--- src/rtl/delay_sample_feeder_if.sv ---
// Bundle of the sample-in, control and channel-side signals of one
// delay_sample_feeder. The master drives samples, configuration and the
// channel ack; the slave is the feeder itself.
interface delay_sample_feeder_if #(
  parameter int DATA_W = 32,
  parameter int DEPTH  = 16,
  parameter int DLY_W  = 8
);
  localparam int CNT_W = $clog2(DEPTH) + 1;

  logic [DATA_W-1:0] din;
  logic              din_valid;
  logic              din_ready;
  logic [DLY_W-1:0]  delay_cfg;
  logic              cfg_load;
  logic              start;
  logic              stop;
  logic [DATA_W-1:0] x_o_porty;
  logic              srdyi_o;
  logic              delay_i;
  logic              sum_en_o;
  logic              sum_rst_o;
  logic [CNT_W-1:0]  fifo_count;
  logic              busy;
  logic              to_err;
  logic [2:0]        state_dbg;

  modport master (
    output din, din_valid, delay_cfg, cfg_load, start, stop, delay_i,
    input  din_ready, x_o_porty, srdyi_o, sum_en_o, sum_rst_o,
           fifo_count, busy, to_err, state_dbg
  );

  modport slave (
    input  din, din_valid, delay_cfg, cfg_load, start, stop, delay_i,
    output din_ready, x_o_porty, srdyi_o, sum_en_o, sum_rst_o,
           fifo_count, busy, to_err, state_dbg
  );
endinterface

--- src/rtl/delay_sample_feeder.sv ---
// Per-channel sample transmitter: buffers samples in a small FIFO, waits a
// programmed number of clocks after start, then hands samples one at a time
// to a delay/sum channel and generates that channel's sum_en/sum_rst.
//
// Handshakes:
//   din side  - a word transfers on every rising edge where din_valid and
//               din_ready are both 1; din_ready is simply "FIFO not full",
//               so a pop in the same cycle never frees room early.
//   chan side - srdyi_o is a one-cycle strobe with x_o_porty valid in that
//               cycle; the channel acks by raising delay_i and the transfer
//               closes once delay_i falls again (or the ack wait times out).
module delay_sample_feeder #(
  parameter int DATA_W = 32,
  parameter int DEPTH  = 16,
  parameter int DLY_W  = 8,
  parameter int TO_CYC = 15
) (
  input  logic                 clk,
  input  logic                 GlobalReset,
  delay_sample_feeder_if.slave bus
);
  localparam int AW    = $clog2(DEPTH);
  localparam int CNT_W = AW + 1;
  localparam int TO_W  = $clog2(TO_CYC);

  typedef enum logic [2:0] {
    S_IDLE     = 3'd0,
    S_DELAY    = 3'd1,
    S_ISSUE    = 3'd2,
    S_WAIT_ACK = 3'd3,
    S_WAIT_REL = 3'd4,
    S_STARVE   = 3'd5
  } state_t;

  state_t            state_q;
  logic [DATA_W-1:0] mem [DEPTH];
  logic [AW-1:0]     wr_ptr_q, rd_ptr_q;
  logic [CNT_W-1:0]  count_q, count_d;
  logic [DLY_W-1:0]  delay_q, cnt_q;
  logic [TO_W-1:0]   to_cnt_q;
  logic              stop_pend_q;
  logic [DATA_W-1:0] x_q;
  logic              srdy_q, sum_en_q, sum_rst_q, to_err_q;

  logic   full, have, push, pop, stop_now, to_hit;
  state_t hs_next;

  assign full     = (count_q == CNT_W'(DEPTH));
  assign have     = (count_q != '0);
  assign push     = bus.din_valid && !full;
  assign stop_now = stop_pend_q || bus.stop;
  assign to_hit   = (state_q == S_WAIT_ACK) && !bus.delay_i &&
                    (to_cnt_q == TO_W'(TO_CYC - 1));
  assign count_d  = count_q + CNT_W'(push) - CNT_W'(pop);

  // Pop decision (pop == entering ISSUE) and the exit target of a handshake
  always_comb begin
    pop     = 1'b0;
    hs_next = S_STARVE;
    if (stop_now)  hs_next = S_IDLE;
    else if (have) hs_next = S_ISSUE;
    case (state_q)
      S_IDLE:     pop = bus.start && (delay_q == '0) && have;
      S_DELAY:    pop = !bus.stop && (cnt_q == DLY_W'(1)) && have;
      S_WAIT_ACK: pop = to_hit && !stop_now && have;
      S_WAIT_REL: pop = !bus.delay_i && !stop_now && have;
      S_STARVE:   pop = !bus.stop && have;
      default:    pop = 1'b0;
    endcase
  end

  // FIFO storage write (no reset needed on the data array)
  always_ff @(posedge clk) begin
    if (push) mem[wr_ptr_q] <= bus.din;
  end

  // FIFO pointers and occupancy; pointers wrap naturally at DEPTH
  always_ff @(posedge clk) begin
    if (GlobalReset) begin
      wr_ptr_q <= '0;
      rd_ptr_q <= '0;
      count_q  <= '0;
    end else begin
      if (push) wr_ptr_q <= wr_ptr_q + AW'(1);
      if (pop)  rd_ptr_q <= rd_ptr_q + AW'(1);
      count_q <= count_d;
    end
  end

  // Control FSM with registered channel-side outputs
  always_ff @(posedge clk) begin
    if (GlobalReset) begin
      state_q     <= S_IDLE;
      delay_q     <= '0;
      cnt_q       <= '0;
      to_cnt_q    <= '0;
      stop_pend_q <= 1'b0;
      x_q         <= '0;
      srdy_q      <= 1'b0;
      sum_en_q    <= 1'b0;
      sum_rst_q   <= 1'b0;
      to_err_q    <= 1'b0;
    end else begin
      srdy_q    <= 1'b0;
      sum_rst_q <= 1'b0;
      if (pop) begin
        x_q    <= mem[rd_ptr_q];
        srdy_q <= 1'b1;
      end
      case (state_q)
        S_IDLE: begin
          if (bus.cfg_load) delay_q <= bus.delay_cfg;
          if (bus.start) begin
            sum_rst_q   <= 1'b1;
            sum_en_q    <= 1'b1;
            stop_pend_q <= 1'b0;
            if (delay_q != '0) begin
              state_q <= S_DELAY;
              cnt_q   <= delay_q;
            end else begin
              state_q <= have ? S_ISSUE : S_STARVE;
            end
          end
        end
        S_DELAY: begin
          if (bus.stop) begin
            state_q  <= S_IDLE;
            sum_en_q <= 1'b0;
          end else if (cnt_q == DLY_W'(1)) begin
            state_q <= have ? S_ISSUE : S_STARVE;
          end else begin
            cnt_q <= cnt_q - DLY_W'(1);
          end
        end
        S_ISSUE: begin
          if (bus.stop) stop_pend_q <= 1'b1;
          state_q  <= S_WAIT_ACK;
          to_cnt_q <= '0;
        end
        S_WAIT_ACK: begin
          if (bus.stop) stop_pend_q <= 1'b1;
          if (bus.delay_i) begin
            state_q <= S_WAIT_REL;
          end else if (to_hit) begin
            // Sample is written off as lost; carry on as if released
            to_err_q <= 1'b1;
            state_q  <= hs_next;
            if (hs_next == S_IDLE) begin
              sum_en_q    <= 1'b0;
              stop_pend_q <= 1'b0;
            end
          end else begin
            to_cnt_q <= to_cnt_q + TO_W'(1);
          end
        end
        S_WAIT_REL: begin
          if (bus.stop) stop_pend_q <= 1'b1;
          if (!bus.delay_i) begin
            state_q <= hs_next;
            if (hs_next == S_IDLE) begin
              sum_en_q    <= 1'b0;
              stop_pend_q <= 1'b0;
            end
          end
        end
        S_STARVE: begin
          if (bus.stop) begin
            state_q  <= S_IDLE;
            sum_en_q <= 1'b0;
          end else if (have) begin
            state_q <= S_ISSUE;
          end
        end
        default: state_q <= S_IDLE;
      endcase
    end
  end

  assign bus.din_ready  = !full;
  assign bus.x_o_porty  = x_q;
  assign bus.srdyi_o    = srdy_q;
  assign bus.sum_en_o   = sum_en_q;
  assign bus.sum_rst_o  = sum_rst_q;
  assign bus.fifo_count = count_q;
  assign bus.busy       = (state_q != S_IDLE);
  assign bus.to_err     = to_err_q;
  assign bus.state_dbg  = state_q;
endmodule
--- src/flat_wrapper.sv ---
// flat-port wrapper written by rule: the top's interface ports become plain ports
module delay_sample_feeder_flat 
#(
  parameter int DATA_W = 32,
  parameter int DEPTH  = 16,
  parameter int DLY_W  = 8,
  parameter int TO_CYC = 15
)
  (clk, GlobalReset, bus_din, bus_din_valid, bus_delay_cfg, bus_cfg_load, bus_start, bus_stop, bus_delay_i, bus_din_ready, bus_x_o_porty, bus_srdyi_o, bus_sum_en_o, bus_sum_rst_o, bus_fifo_count, bus_busy, bus_to_err, bus_state_dbg);
  delay_sample_feeder_if #(.DATA_W(DATA_W), .DEPTH(DEPTH), .DLY_W(DLY_W)) bus_i ();
  input  logic clk;
  input  logic GlobalReset;
  input wire logic [$bits(bus_i.din)-1:0] bus_din;
  input wire logic [$bits(bus_i.din_valid)-1:0] bus_din_valid;
  input wire logic [$bits(bus_i.delay_cfg)-1:0] bus_delay_cfg;
  input wire logic [$bits(bus_i.cfg_load)-1:0] bus_cfg_load;
  input wire logic [$bits(bus_i.start)-1:0] bus_start;
  input wire logic [$bits(bus_i.stop)-1:0] bus_stop;
  input wire logic [$bits(bus_i.delay_i)-1:0] bus_delay_i;
  output wire logic [$bits(bus_i.din_ready)-1:0] bus_din_ready;
  output wire logic [$bits(bus_i.x_o_porty)-1:0] bus_x_o_porty;
  output wire logic [$bits(bus_i.srdyi_o)-1:0] bus_srdyi_o;
  output wire logic [$bits(bus_i.sum_en_o)-1:0] bus_sum_en_o;
  output wire logic [$bits(bus_i.sum_rst_o)-1:0] bus_sum_rst_o;
  output wire logic [$bits(bus_i.fifo_count)-1:0] bus_fifo_count;
  output wire logic [$bits(bus_i.busy)-1:0] bus_busy;
  output wire logic [$bits(bus_i.to_err)-1:0] bus_to_err;
  output wire logic [$bits(bus_i.state_dbg)-1:0] bus_state_dbg;
  assign bus_i.din = bus_din;
  assign bus_i.din_valid = bus_din_valid;
  assign bus_i.delay_cfg = bus_delay_cfg;
  assign bus_i.cfg_load = bus_cfg_load;
  assign bus_i.start = bus_start;
  assign bus_i.stop = bus_stop;
  assign bus_i.delay_i = bus_delay_i;
  assign bus_din_ready = bus_i.din_ready;
  assign bus_x_o_porty = bus_i.x_o_porty;
  assign bus_srdyi_o = bus_i.srdyi_o;
  assign bus_sum_en_o = bus_i.sum_en_o;
  assign bus_sum_rst_o = bus_i.sum_rst_o;
  assign bus_fifo_count = bus_i.fifo_count;
  assign bus_busy = bus_i.busy;
  assign bus_to_err = bus_i.to_err;
  assign bus_state_dbg = bus_i.state_dbg;
  delay_sample_feeder #(.DATA_W(DATA_W), .DEPTH(DEPTH), .DLY_W(DLY_W), .TO_CYC(TO_CYC)) u_core (.clk(clk), .GlobalReset(GlobalReset), .bus(bus_i));
endmodule
--- config.mk ---
export PLATFORM = sky130hd
export DESIGN_NAME = delay_sample_feeder_flat
export DESIGN_NICKNAME = d
export VERILOG_FILES = /design/src/rtl/delay_sample_feeder_if.sv /design/src/rtl/delay_sample_feeder.sv /design/src/flat_wrapper.sv
export SDC_FILE = /design/constraint.sdc
export NUM_CORES = 1
export LEC_CHECK = 0
export ABC_AREA = 1
export CAP_MARGIN = 0
export CORE_MARGIN = 8
export CORE_UTILIZATION = 40
export CTS_BUF_LIST = sky130_fd_sc_hd__clkbuf_16
export DETAILED_ROUTE_END_ITERATION = 10
export PLACE_DENSITY = 0.67
export SLEW_MARGIN = 0
export SYNTH_ARGS = -nofsm -noshare
export SYNTH_HDL_FRONTEND = slang
export SYNTH_SLANG_ARGS = --single-unit
export TNS_END_PERCENT = 100
--- constraint.sdc ---
create_clock -name clk -period 4.1 [get_ports clk]
set_clock_uncertainty 0.05 [all_clocks]
set_input_delay 0.41 -clock clk [delete_from_list [all_inputs] [get_ports clk]]
set_output_delay 0.41 -clock clk [all_outputs]
set_load 0.05 [all_outputs]
==> metrics <==
Critical Path RT 3640 ps; Placeable Area 59910 sq um; drt drc 0; row count 90; Routed Antenna Nets 0; fin crit share 0.7106; CP Max Fanout 10; first-pass GRT wire length 90630 um; Slew @ Worst Pin 1088 ps; Synth Instances 2167; CTS sink cnt 585; Die Area 68190 sq um; Synth Net Count 2230; CTS Hold Bufs 0; Post-CTS Setup Repair Bufs 0; count of non-filler cells in the finished layout 3060; Worst VDD drop 0.0008605 V; Synth cell types 34; Detailed Place HPWL 30590 um; Slew Limit Fails 0; Ports 93; Post-CTS Resized 0; PortBufs 92; outcome completed; critical path arrival 2450 ps; pwr dens 662.3 nW/um^2; syn_area_per_cell 11.09 sq um; total wire length 58830 um; total track usage 0.1705; placed standard-cell area 25890 sq um; total chip power 18.36 mW; synth-to-layout area growth 15.32%; vias per inst 5.250; sequential cell area fraction in the yosys report 0.7004; RSZ-0062 raised after global routing no; max-cap violations 0; Leakage 9.575 nW; DR vias 16.06k; root buffer cell clkbuf_16; Synthesis Warnings 0; Final Wtd Congestion 0.8207; Slew headroom 0.2746; crit path kind register to primary output; wire per inst 19.22 um; synthesized cell area 24040 sq um; Final Cell Area 27720 sq um; Hold Crit Class input pin to register; Die Ht 261.1 um; crit end category primary output; clk_lat worst skew 610 ps; fmax 343.2 MHz; largest net degree at the start of global routing 210; count of final hold-check violations 0; CTS buffer count 58; fin crit period 2914 ps; Max Root-Sink Buffers 3; initial core utilization 0.4012; Die Wd 261.1 um; TritonCTS clock tree built; NumNets Final 2290; drt pass-1 iters 5; CP Launch Type register; placed insts 2949; htree depth 2; FF+latch count, synth 585; setup_tns 0 ps; share of cells above drive strength 1 0.07824; initial antenna violation count 3; number of global-route vias before repair 15.81k; Clock Pin Slew Worst Setup and Hold Paths 60 ps; Setup-failing EPs final 0; drt initial violations 1504; grt ovf 0
-- critical path, stage by stage, from the launching register on --
cell and delay (ps):
dfxtp_1 410, inv_1 140, nand2_1 70, nor2_2 370, inv_1 120, clkdlybuf4s50_1 740
-- cells in the final DEF, fill, tap and decap left out, drive strengths merged, types with 2 or more instances in the layout --
cell type,synthesis,routed
dfxtp,73,73
o211ai,32,32
clkinvlp,0,3
xor2,5,5
bufinv,0,5
clkinv,1,25
nor2,611,611
clkdlybuf4s50,0,92
nand3b,2,2
a31oi,2,2
inv,84,101
a21oi,33,33
ha,15,15
edfxtp,512,512
nand3,188,188
diode,0,3
nand2,182,182
buf,66,33
nand4,6,6
o21ai,288,288
o21bai,2,2
clkbuf,59,59
-- stage by stage --
step                      setup WS (ps)  hold WS (ps)  utilization
after detailed placement          885.2         416.5       0.4322
after CTS                          1144         328.0       0.4626
final                              1186         361.1       0.4627
after global placement            911.7         405.9       0.4322
after global routing              862.4         354.5       0.4627
after floorplan                   411.7         389.0            -
-- final timing paths --
kind / from / cells past startpoint / end / slack, ps
hold / removal: bus_delay_cfg[1] / 3 / u_core.delay_q[1] / 360
setup reg to reg: u_core.bus.state_dbg[2] / 15 / u_core.bus.fifo_count[4] / 1200
setup / recovery: u_core.bus.state_dbg[0] / 5 / bus_busy / 1190
hold reg to reg: u_core.bus.to_err / 2 / u_core.bus.to_err / 420
-- cells by family (layout without fill, tap and decap cells) --
| kind of cell | Yosys count | after routing | synth area share |
|---|---|---|---|
| simple gates | 991 | 991 | 0.1732 |
| flops | 585 | 585 | 0.7004 |
| compound gates | 359 | 359 | 0.07886 |
| buf+inv | 210 | 318 | 0.03665 |
| fa+ha+maj | 16 | 16 | 0.008641 |
| xor+xnor | 6 | 6 | 0.002186 |
| other cells | 0 | 3 | 0 |
-- cell type report --
type / count / area [sq um]
fillers: 5272 / 32190
multi-input cells: 1372 / 6445
clock inverters: 49 / 344.1
inverters: 85 / 327.8
well taps: 782 / 978.4
repair buffers: 125 / 1294
flip-flops and latches: 585 / 16850
diodes: 3 / 7.507
clock buffers: 59 / 1476
-- per-layer routing --
metal / vias up / share of wire / wire length (um) / GRT usage
met5: - / 0.00022 / 13 / 0
met4: 2 / 0.022 / 1271 / 0.05669
met3: 95 / 0.062 / 3667 / 0.02533
met2: 579 / 0.50 / 29300 / 0.2979
met1: 7762 / 0.42 / 24570 / 0.2160
li1: 7626 / - / - / -
-- sequential cells by signal, summed over array words and instances (netlist names) --
register / count
u_core.bus.fifo_count: 5
u_core.cnt_q: 8
u_core.bus.state_dbg: 3
u_core.bus.to_err: 1
u_core.to_cnt_q: 4
u_core.mem: 512
u_core.delay_q: 8
u_core.bus.x_o_porty: 32
u_core.bus.sum_en_o: 1
u_core.wr_ptr_q: 4
u_core.rd_ptr_q: 4
u_core.stop_pend_q: 1
u_core.bus.sum_rst_o: 1
u_core.bus.srdyi_o: 1
-- Yosys cell counts, drive strengths merged --
cell,n,area [sq um]
dfxtp,73,1461
clkinv,1,3.750
o211ai,32,240.2
nand3,188,950.9
nand3b,2,15.01
buf,66,340.3
edfxtp,512,15370
inv,84,315.3
o21ai,288,1441
fa,1,20.02
clkbuf,59,221.5
a21boi,1,7.510
o22ai,1,6.260
a31oi,2,12.51
nor3,1,5.000
nor2,611,2456
o21bai,2,15.01
or2,1,6.260
nand2,182,693.2
ha,15,187.7
nand4,6,37.54
xor2,5,43.79
a21oi,33,172.7
xnor2,1,8.760
-- power breakdown --
part / switching (mW) / internal, mW
Clock: 2.19 / 2.90
Combinational: 4.31 / 1.87
Sequential: 0.213 / 6.87
Total: 6.71 / 11.6
Power figures use the tool's default switching activity.
